===== src/rtl/conv_collect_pkg.sv =====
//------------------------------------------------------------------------------
// Module      : conv_collect_pkg
// Description : Shared bank-state encoding and sizing helper for the conv
//               output frame collector.
// Revision    : 1.0 - initial release
//------------------------------------------------------------------------------
`default_nettype none

package conv_collect_pkg;

    typedef enum logic [1:0] {
        BANK_FREE    = 2'd0,
        BANK_FILLING = 2'd1,
        BANK_FULL    = 2'd2
    } bank_state_t;

    // Counter width that stays legal when a dimension collapses to 1.
    function automatic int cnt_width(input int n);
        return (n > 1) ? $clog2(n) : 1;
    endfunction

endpackage

`default_nettype wire


===== src/rtl/conv_out_addr_gen.sv =====
//------------------------------------------------------------------------------
// Module      : conv_out_addr_gen
// Description : Channel/pixel counters and planar write-address generation.
// Revision    : 1.0 - initial release
//------------------------------------------------------------------------------
`default_nettype none

module conv_out_addr_gen
    import conv_collect_pkg::*;
#(
    parameter int IMAGE_SIZE      = 1024,
    parameter int CHANNEL_NUM_OUT = 128,
    parameter int BANK_DEPTH      = IMAGE_SIZE * CHANNEL_NUM_OUT,
    parameter int ADDR_WIDTH      = $clog2(2 * BANK_DEPTH)
) (
    input  logic                  clk,
    input  logic                  reset,
    input  logic                  advance,
    input  logic                  bank,
    output logic [ADDR_WIDTH-1:0] addr,
    output logic                  last_word
);

    localparam int c_CH_W  = cnt_width(CHANNEL_NUM_OUT);
    localparam int c_PIX_W = cnt_width(IMAGE_SIZE);

    logic [c_CH_W-1:0]  r_ch_cnt;
    logic [c_PIX_W-1:0] r_pix_cnt;
    logic               w_ch_wrap;
    logic               w_pix_wrap;

    assign w_ch_wrap  = (r_ch_cnt  == c_CH_W'(CHANNEL_NUM_OUT - 1));
    assign w_pix_wrap = (r_pix_cnt == c_PIX_W'(IMAGE_SIZE - 1));
    assign last_word  = w_ch_wrap && w_pix_wrap;

    always_ff @(posedge clk) begin
        if (reset) begin
            r_ch_cnt  <= '0;
            r_pix_cnt <= '0;
        end else if (advance) begin
            if (w_ch_wrap) begin
                r_ch_cnt  <= '0;
                r_pix_cnt <= w_pix_wrap ? '0 : r_pix_cnt + 1'b1;
            end else begin
                r_ch_cnt  <= r_ch_cnt + 1'b1;
            end
        end
    end

    // Planar layout: bank base + channel plane + pixel offset.
    assign addr = (bank ? ADDR_WIDTH'(BANK_DEPTH) : '0)
                + ADDR_WIDTH'(r_ch_cnt) * ADDR_WIDTH'(IMAGE_SIZE)
                + ADDR_WIDTH'(r_pix_cnt);

endmodule

`default_nettype wire


===== src/rtl/conv_out_frame_collector.sv =====
//------------------------------------------------------------------------------
// Module      : conv_out_frame_collector
// Description : De-serialises the channel-interleaved conv output stream into
//               a ping-pong planar frame buffer. Optional macro
//               CONV_OUT_CHECKSUM_EN adds a per-frame XOR checksum output.
// Revision    : 1.0 - initial release
//------------------------------------------------------------------------------
`default_nettype none

module conv_out_frame_collector
    import conv_collect_pkg::*;
#(
    parameter int DATA_WIDTH      = 32,
    parameter int IMAGE_WIDTH     = 32,
    parameter int IMAGE_HEIGHT    = 32,
    parameter int CHANNEL_NUM_OUT = 128,
    parameter int IMAGE_SIZE      = IMAGE_WIDTH * IMAGE_HEIGHT,
    parameter int BANK_DEPTH      = IMAGE_SIZE * CHANNEL_NUM_OUT,
    parameter int ADDR_WIDTH      = $clog2(2 * BANK_DEPTH)
) (
    input  logic                  clk,
    input  logic                  reset,
    input  logic                  valid_in,
    input  logic [DATA_WIDTH-1:0] pxl_in,
    input  logic                  bank_release,
    output logic                  wr_en,
    output logic [ADDR_WIDTH-1:0] wr_addr,
    output logic [DATA_WIDTH-1:0] wr_data,
    output logic                  frame_done,
    output logic                  frame_bank,
    output logic [1:0]            bank_full,
    output logic                  overrun
`ifdef CONV_OUT_CHECKSUM_EN
    ,
    output logic [DATA_WIDTH-1:0] frame_checksum
`endif
);

    bank_state_t           r_bank_state [2];
    bank_state_t           w_state_nxt  [2];
    logic                  r_wr_bank;
    logic                  r_rd_bank;
    logic [1:0]            w_full_eff;
    logic                  w_release_ok;
    logic                  w_accept;
    logic                  w_drop;
    logic                  w_last_word;
    logic [ADDR_WIDTH-1:0] w_addr;

    conv_out_addr_gen #(
        .IMAGE_SIZE      (IMAGE_SIZE),
        .CHANNEL_NUM_OUT (CHANNEL_NUM_OUT),
        .BANK_DEPTH      (BANK_DEPTH),
        .ADDR_WIDTH      (ADDR_WIDTH)
    ) u_addr_gen (
        .clk       (clk),
        .reset     (reset),
        .advance   (w_accept),
        .bank      (r_wr_bank),
        .addr      (w_addr),
        .last_word (w_last_word)
    );

    assign w_release_ok = bank_release && (r_bank_state[r_rd_bank] == BANK_FULL);

    // A release of the bank being written frees it in the same cycle.
    for (genvar b = 0; b < 2; b++) begin : g_bank
        assign w_full_eff[b] = (r_bank_state[b] == BANK_FULL)
                            && !(w_release_ok && (r_rd_bank == 1'(b)));
        assign bank_full[b]  = (r_bank_state[b] == BANK_FULL);
    end

    assign w_accept = valid_in && !w_full_eff[r_wr_bank];
    assign w_drop   = valid_in &&  w_full_eff[r_wr_bank];

    always_comb begin
        for (int b = 0; b < 2; b++) begin
            w_state_nxt[b] = r_bank_state[b];
            if (w_release_ok && (r_rd_bank == 1'(b)))
                w_state_nxt[b] = BANK_FREE;
            if (w_accept && (r_wr_bank == 1'(b)))
                w_state_nxt[b] = w_last_word ? BANK_FULL : BANK_FILLING;
        end
    end

    always_ff @(posedge clk) begin
        if (reset) begin
            for (int b = 0; b < 2; b++) r_bank_state[b] <= BANK_FREE;
            r_wr_bank <= 1'b0;
            r_rd_bank <= 1'b0;
        end else begin
            for (int b = 0; b < 2; b++) r_bank_state[b] <= w_state_nxt[b];
            if (w_accept && w_last_word) r_wr_bank <= ~r_wr_bank;
            if (w_release_ok)            r_rd_bank <= ~r_rd_bank;
        end
    end

    always_ff @(posedge clk) begin
        if (reset) begin
            wr_en      <= 1'b0;
            wr_addr    <= '0;
            wr_data    <= '0;
            frame_done <= 1'b0;
            frame_bank <= 1'b0;
            overrun    <= 1'b0;
        end else begin
            wr_en      <= w_accept;
            frame_done <= w_accept && w_last_word;
            if (w_accept) begin
                wr_addr <= w_addr;
                wr_data <= pxl_in;
            end
            if (w_accept && w_last_word) frame_bank <= r_wr_bank;
            if (w_drop)                  overrun    <= 1'b1;
        end
    end

`ifdef CONV_OUT_CHECKSUM_EN
    logic [DATA_WIDTH-1:0] r_csum_acc;

    always_ff @(posedge clk) begin
        if (reset) begin
            r_csum_acc     <= '0;
            frame_checksum <= '0;
        end else if (w_accept) begin
            if (w_last_word) begin
                r_csum_acc     <= '0;
                frame_checksum <= r_csum_acc ^ pxl_in;
            end else begin
                r_csum_acc     <= r_csum_acc ^ pxl_in;
            end
        end
    end
`endif

endmodule

`default_nettype wire

===== config.mk =====
export PLATFORM = sky130hd
export DESIGN_NAME = conv_out_frame_collector
export DESIGN_NICKNAME = d
export VERILOG_FILES = /design/src/rtl/conv_collect_pkg.sv /design/src/rtl/conv_out_addr_gen.sv /design/src/rtl/conv_out_frame_collector.sv
export SDC_FILE = /design/constraint.sdc
export NUM_CORES = 1
export LEC_CHECK = 0
export CORE_MARGIN = 4
export CORE_UTILIZATION = 46
export DETAILED_ROUTE_END_ITERATION = 10
export PLACE_DENSITY = 0.88
export SETUP_SLACK_MARGIN = 0.5
export SYNTH_ARGS = -nofsm -noshare
export SYNTH_HDL_FRONTEND = slang
export SYNTH_SLANG_ARGS = --single-unit
export TNS_END_PERCENT = 50

===== constraint.sdc =====
create_clock -name clk -period 3.3 [get_ports clk]
set_input_delay 0.495 -clock clk [delete_from_list [all_inputs] [get_ports clk]]
set_output_delay 0.495 -clock clk [all_outputs]
set_load 0.005 [all_outputs]

==> out/metrics.cfg, run 1 <==
[setup_path]
reg2reg_from=r_bank_state[1][0]
r2r_end=u_addr_gen.r_ch_cnt[0]
critPathMaxFanout=52
required_ns=3.49
cp.arrival_ns=2.82
crit_end=u_addr_gen.r_ch_cnt[0]
cp-start-kind=flop
r2r_cells=7
endpoint_kind=flop
critPathKind=reg2reg
startpoint=r_bank_state[1][0]
worst-r2r-setup-slack_ns=0.66

[floorplan]
core_area_sq_um=6386
start_util_pct=47.71
fp.dieW_um=89.39
dieArea_sq_um=7990
ioPinCount=92
row_count=29
fp.dieH_um=89.39

[logic_synthesis]
yosysUniqueCellTypes=42
yosys.area.top_type=dfxtp_1
synth.cell_area_sq_um=3047
netlist_instances=372
netlist.area_leader.share_pct=51.25
ys.warnings.count=0
synth-main-ff-cell=dfxtp_1
netlist_top_cells_area=dfxtp_1 (51%), nand2_1 (14%), a21oi_1 (10%)
synth-seq-cells=78
async_flop_share_pct=0
postSynthNetCount=412
seq_area_frac_synth_pct=51.25
synth_edf_count=0
syn_area_per_cell_sq_um=8.190

[routing]
avgRoutedWirePerCell_um=13.82
wirelength_um=7396
num_vias=2830
vias_per_cell=5.290
first_iter_violations=130
drc=0
ant_nets=0
drtPass1Iterations=5

[power_and_ir_drop]
clkPwrFrac_pct=38.1
p_switching_mw=0.4302
comb_power_share_pct=9.0
powerDensity_nw_per_um2=444.2
leakage_nw=1.484
peakVddDrop_mv=0.3239
seq_power_share_pct=52.9
switching_share_pct=23.06
p_int_mw=1.436

[sta]
drv_slew=0
post-route-period-util_pct=79.86
fin_skew_ns=0.008068
finalSetupTns_ns=0
hold_viol_final=0
tightest_slew_ns=1.074
setup_viol=0
max_freq_ghz=0.3795
grt_setup_unrepaired=false
slew_headroom_pct=27.74
fin_crit_ns=2.635

[status]
status=completed

[clock_tree]
postCtsSetupRepairBufs=0
cts_tree=yes
path_clk_slew_ns=0.08
clockRootBuffer=clkbuf_8
cts-buffers-inserted=9
insertion_delay_ns=0.35
cts_buffer_depth=2
clock-sinks=78
htreeDepth=3

[job]
maxCapViolations=0

[layout]
fin_area_sq_um=4200
layout.cells.most_common=nand2_1
final_cell_mix=nand2_1 (114), clkdlybuf4s50_1 (90), dfxtp_1 (78)
diodes=0
n_fill_cell=519
syn2layout_area_growth_pct=37.86
final_nets=493
drive_gt1_share_pct=5.895

[worst_hold_path]
worstHoldPathType=reg2reg
hold_start=wr_data[11]
holdPathStages=2

[place]
io_buffer_count=91
place.gp.congestion=0.7771
dpl_cell_area_sq_um=3980
dp_hpwl_um=5078

[grt]
grt_max_degree=53
grt_pass1_vias=2567
antenna_found_initial=0
grt-ovfl-total=0
grt_pass1_wl_um=11280
grtUsageTotal_pct=18.08

[critical path, cell delays in order, from the launching register on]
cell and delay (ns):
dfxtp_1 0.43, and3b_1 0.21, o21a_1 0.22, ha_1 0.24
or4b_2 0.73, and3_4 0.37, xnor2_1 0.20, nor3_1 0.06
[routing by layer]
| metal | vias to the layer above | part of all wire [%] | track usage (%) | routed length [um] |
|---|---|---|---|---|
| met4 | 0 | 1.1 | 5.142 | 80 |
| met2 | 76 | 49 | 30.68 | 3660 |
| met5 | - | 0 | 0 | 0 |
| li1 | 1428 | - | - | - |
| met3 | 8 | 7.4 | 6.544 | 544 |
| met1 | 1318 | 42 | 21.51 | 3110 |
[repair_timing]
item,in CTS,in global routing
resized for setup,1,3
endpoints found under the hold margin,0,0
endpoints found under the setup margin,14,10
pin swaps,0,1
hold buffers,0,0
[logic make-up (layout without fill, tap and decap cells)]
group	after synthesis	count (layout)	synth area share, %
compound gates	80	80	14.33
buf+inv	29	115	4.353
simple gates	174	174	26.32
fa+ha+maj	4	4	1.643
mux	1	1	0.3696
xor+xnor	6	6	1.725
flops	78	78	51.25
[cell usage after synthesis (2+ instances only)]
cell	number
o21ai_0	3
clkbuf_1	11
nor3b_1	2
a22oi_1	2
or4_1	7
nand2b_1	2
nand3_1	10
nand2_1	114
inv_1	4
dfxtp_1	78
and3_1	3
nor2b_1	3
nor4_1	3
xnor2_1	4
buf_2	13
a21oi_1	63
nor3_1	3
nor2_1	10
or3_1	2
nor4b_1	2
nand4_1	4
and4_1	2
xor2_1	2
o31ai_1	4
ha_1	4
[area by class of cell]
type,count,area (sq um),share of cell area [%]
clock inverter,5,58.81,1.400
tap,77,96.34,2.294
sequential,78,1562,37.18
inverter,4,15.01,0.3575
timing repair buffer,95,948.4,22.58
clock buffer,11,141.4,3.366
multi-input combinational,265,1379,32.83
[worst min path at each step]
stage	to	slack [ns]
2_1_floorplan	wr_addr[9]	0.45
3_3_place_gp	wr_data[15]	0.44
3_5_place_dp	wr_data[5]	0.45
4_1_cts	wr_data[5]	0.46
5_1_grt	wr_data[11]	0.47
6_report	wr_data[11]	0.45
[per-stage QoR]
step,setup WS [ns],hold slack [ns],std cells,util [%],power (mW)
after floorplan,0.8340,0.4486,372,-,1.073
after global placement,0.2622,0.4405,519,62.32,1.173
after detailed placement,0.2286,0.4453,519,62.32,1.178
after CTS,0.5432,0.4558,535,65.52,1.881
after global routing,0.5064,0.4711,535,65.77,1.939
final,0.6647,0.4544,535,65.77,1.866
[power groups by stage]
stage	logic [mW]	clock network, mW	registers, mW
2_1_floorplan	0.0642	0	1.01
3_3_place_gp	0.166	0	1.01
3_5_place_dp	0.169	0	1.01
4_1_cts	0.170	0.724	0.987
5_1_grt	0.185	0.764	0.990
6_report	0.168	0.711	0.987
[flip-flops by register name, summed over array words and instances (netlist names), named ones only]
signal                cells
wr_data                  32
wr_addr                  18
u_addr_gen.r_pix_cnt     10
u_addr_gen.r_ch_cnt       7
r_bank_state              4
frame_bank                1
frame_done                1
overrun                   1
r_rd_bank                 1
r_wr_bank                 1
wr_en                     1
Note: power is estimated with default switching activity, not from simulation.
==> run 2: changes to the inputs <==
clock period = 2.6 ns   (was 3.3 ns; I/O delays follow)
==> run 2 against run 1 <==
Compared with the run above: sequential power is 27% higher; worst hold slack improved by 0.00083 ns; worst setup slack worse by 0.47 ns; routed wire length increased by 41%; final area up 14%; power is 40% higher; global-route usage increased by 4.0 points; via count grew 16%.
==> out/metrics.cfg, run 2 (synthesis results as in run 1) <==
[status]
status=completed  ; unchanged

[setup_path]
reg2reg_from=u_addr_gen.r_ch_cnt[1]  ; was r_bank_state[1][0]
critPathKind=reg2reg  ; unchanged
cp-start-kind=flop  ; unchanged
critPathMaxFanout=7  ; was 52
required_ns=2.89  ; was 3.49 ns
endpoint_kind=flop  ; unchanged
startpoint=u_addr_gen.r_ch_cnt[1]  ; was r_bank_state[1][0]
cp.arrival_ns=2.69  ; was 2.82 ns

[grt]
grtUsageTotal_pct=22.04  ; was 18.08%
grt_pass1_wl_um=13690  ; was 11280 um
grt-ovfl-total=0  ; unchanged
grt_pass1_vias=2875  ; was 2567
grt_max_degree=41  ; was 53
antenna_found_initial=0  ; unchanged

[floorplan]
fp.dieH_um=89.39  ; unchanged
row_count=29  ; unchanged
start_util_pct=47.71  ; unchanged
ioPinCount=92  ; unchanged
core_area_sq_um=6386  ; unchanged
dieArea_sq_um=7990  ; unchanged
fp.dieW_um=89.39  ; unchanged

[clock_tree]
ctsHoldBuffers=0  ; unchanged
clock-sinks=78  ; unchanged
htreeDepth=3  ; unchanged
cts_tree=yes  ; unchanged
clockRootBuffer=clkbuf_8  ; unchanged
cts_buffer_depth=2  ; unchanged
cts-buffers-inserted=9  ; unchanged
path_clk_slew_ns=0.08  ; about the same
insertion_delay_ns=0.36  ; was 0.35 ns

[routing]
num_vias=3289  ; was 2830
ant_nets=0  ; unchanged
drtPass1Iterations=5  ; unchanged
wirelength_um=10390  ; was 7396 um
first_iter_violations=302  ; was 130
avgRoutedWirePerCell_um=18.27  ; was 13.82 um
drc=0  ; unchanged
vias_per_cell=5.780  ; was 5.290

[place]
place_inst=533  ; was 519
io_buffer_count=91  ; unchanged
dp_hpwl_um=5314  ; was 5078 um
place.gp.congestion=0.7815  ; was 0.7771

[sta]
hold_viol_final=0  ; unchanged
max_freq_ghz=0.4160  ; was 0.3795 GHz
drv_slew=0  ; unchanged
grt_setup_unrepaired=true  ; was false
slew_headroom_pct=49.02  ; was 27.74%
tightest_slew_ns=0.7646  ; was 1.074 ns
fin_skew_ns=0.009432  ; was 0.008068 ns
setup_viol=0  ; unchanged
post-route-period-util_pct=92.45  ; was 79.86%
finalSetupTns_ns=0  ; unchanged
fin_crit_ns=2.404  ; was 2.635 ns

[power_and_ir_drop]
powerDensity_nw_per_um2=545.4  ; was 444.2 nW/um^2
leakage_nw=1.754  ; was 1.484 nW
finalPower_mw=2.619  ; was 1.866 mW
peakVddDrop_mv=0.4097  ; was 0.3239 mV

[layout]
regMostFlops=wr_data  ; unchanged
syn2layout_area_growth_pct=57.62  ; was 37.86%
layout.cells.most_common=nand2_1  ; unchanged
top_regs=wr_data x32, wr_addr x18, u_addr_gen.r_pix_cnt x10  ; unchanged
final_cell_mix=nand2_1 (96), clkdlybuf4s50_1 (90), dfxtp_1 (74)  ; was nand2_1 (114), clkdlybuf4s50_1 (90), dfxtp_1 (78)
largest_register_ff_count=32  ; unchanged
diodes=0  ; unchanged
fin_cells=569  ; was 535
drive_gt1_share_pct=20.12  ; was 5.895%
final_nets=528  ; was 493

[worst_hold_path]
hold_start=wr_data[30]  ; was wr_data[11]
worstHoldPathType=reg2reg  ; unchanged

[job]
maxCapViolations=0  ; unchanged

==> run 2: path summary, 6_finish.rpt <==
kind	slack, ns	depth (start not counted)	to
max reg2reg	0.20	6	u_addr_gen.r_pix_cnt[8]
max	0.20	6	u_addr_gen.r_pix_cnt[8]
min	0.46	2	wr_data[30]
min reg2reg	0.46	2	wr_data[30]
==> run 2: final cells by class <==
cell class / count / area (sq um)
clock buffers: 11 / 141.4
clock inverters: 4 / 95.09
fillers: 419 / 1584
inverters: 4 / 15.01
multi-input cells: 271 / 1620
flip-flops and latches: 78 / 1572
well taps: 77 / 96.34
repair buffers: 124 / 1262
==> run 2: report_power, final <==
group | internal (mW) | switching (mW)
Sequential | 1.23 | 0.0234
Combinational | 0.151 | 0.120
Clock | 0.658 | 0.439
==> run 2: routing by layer <==
layer	global-route usage, %	part of all wire [%]	vias to the layer above
li1	-	-	1507
met1	28.23	39	1586
met2	36.44	50	176
met3	4.055	8.8	20
met4	9.202	2.0	0
met5	0	0	-
==> run 2: timing repair <==
| item | in CTS | in global routing |
|---|---|---|
| pin swaps | 15 | 38 |
| endpoints found under the setup margin | 73 | 75 |
| setup buffers | 4 | 7 |
| resized for setup | 10 | 51 |
| gates cloned | 5 | 5 |
==> run 2: critical path, stage by stage (launching register included) <==
cell,delay (ns)
dfxtp_1,0.41
ha_1,0.28
nand4_1,0.24
or4_4,0.59
buf_6,0.15
or4_4,0.51
a21oi_1,0.16
==> run 2: per-stage QoR <==
| stage | area, sq um | util, % | setup WS [ns] | hold slack [ns] |
|---|---|---|---|---|
| 5_1_grt | 4802 | 75.20 | 0.1173 | 0.4713 |
| 6_report | 4802 | 75.20 | 0.1963 | 0.4552 |
| 4_1_cts | 4522 | 70.81 | 0.2551 | 0.4564 |
| 2_1_floorplan | 3126 | - | 0.2823 | 0.4527 |
| 3_3_place_gp | 4118 | 64.48 | -0.09315 | 0.4413 |
| 3_5_place_dp | 4118 | 64.48 | -0.1718 | 0.4453 |
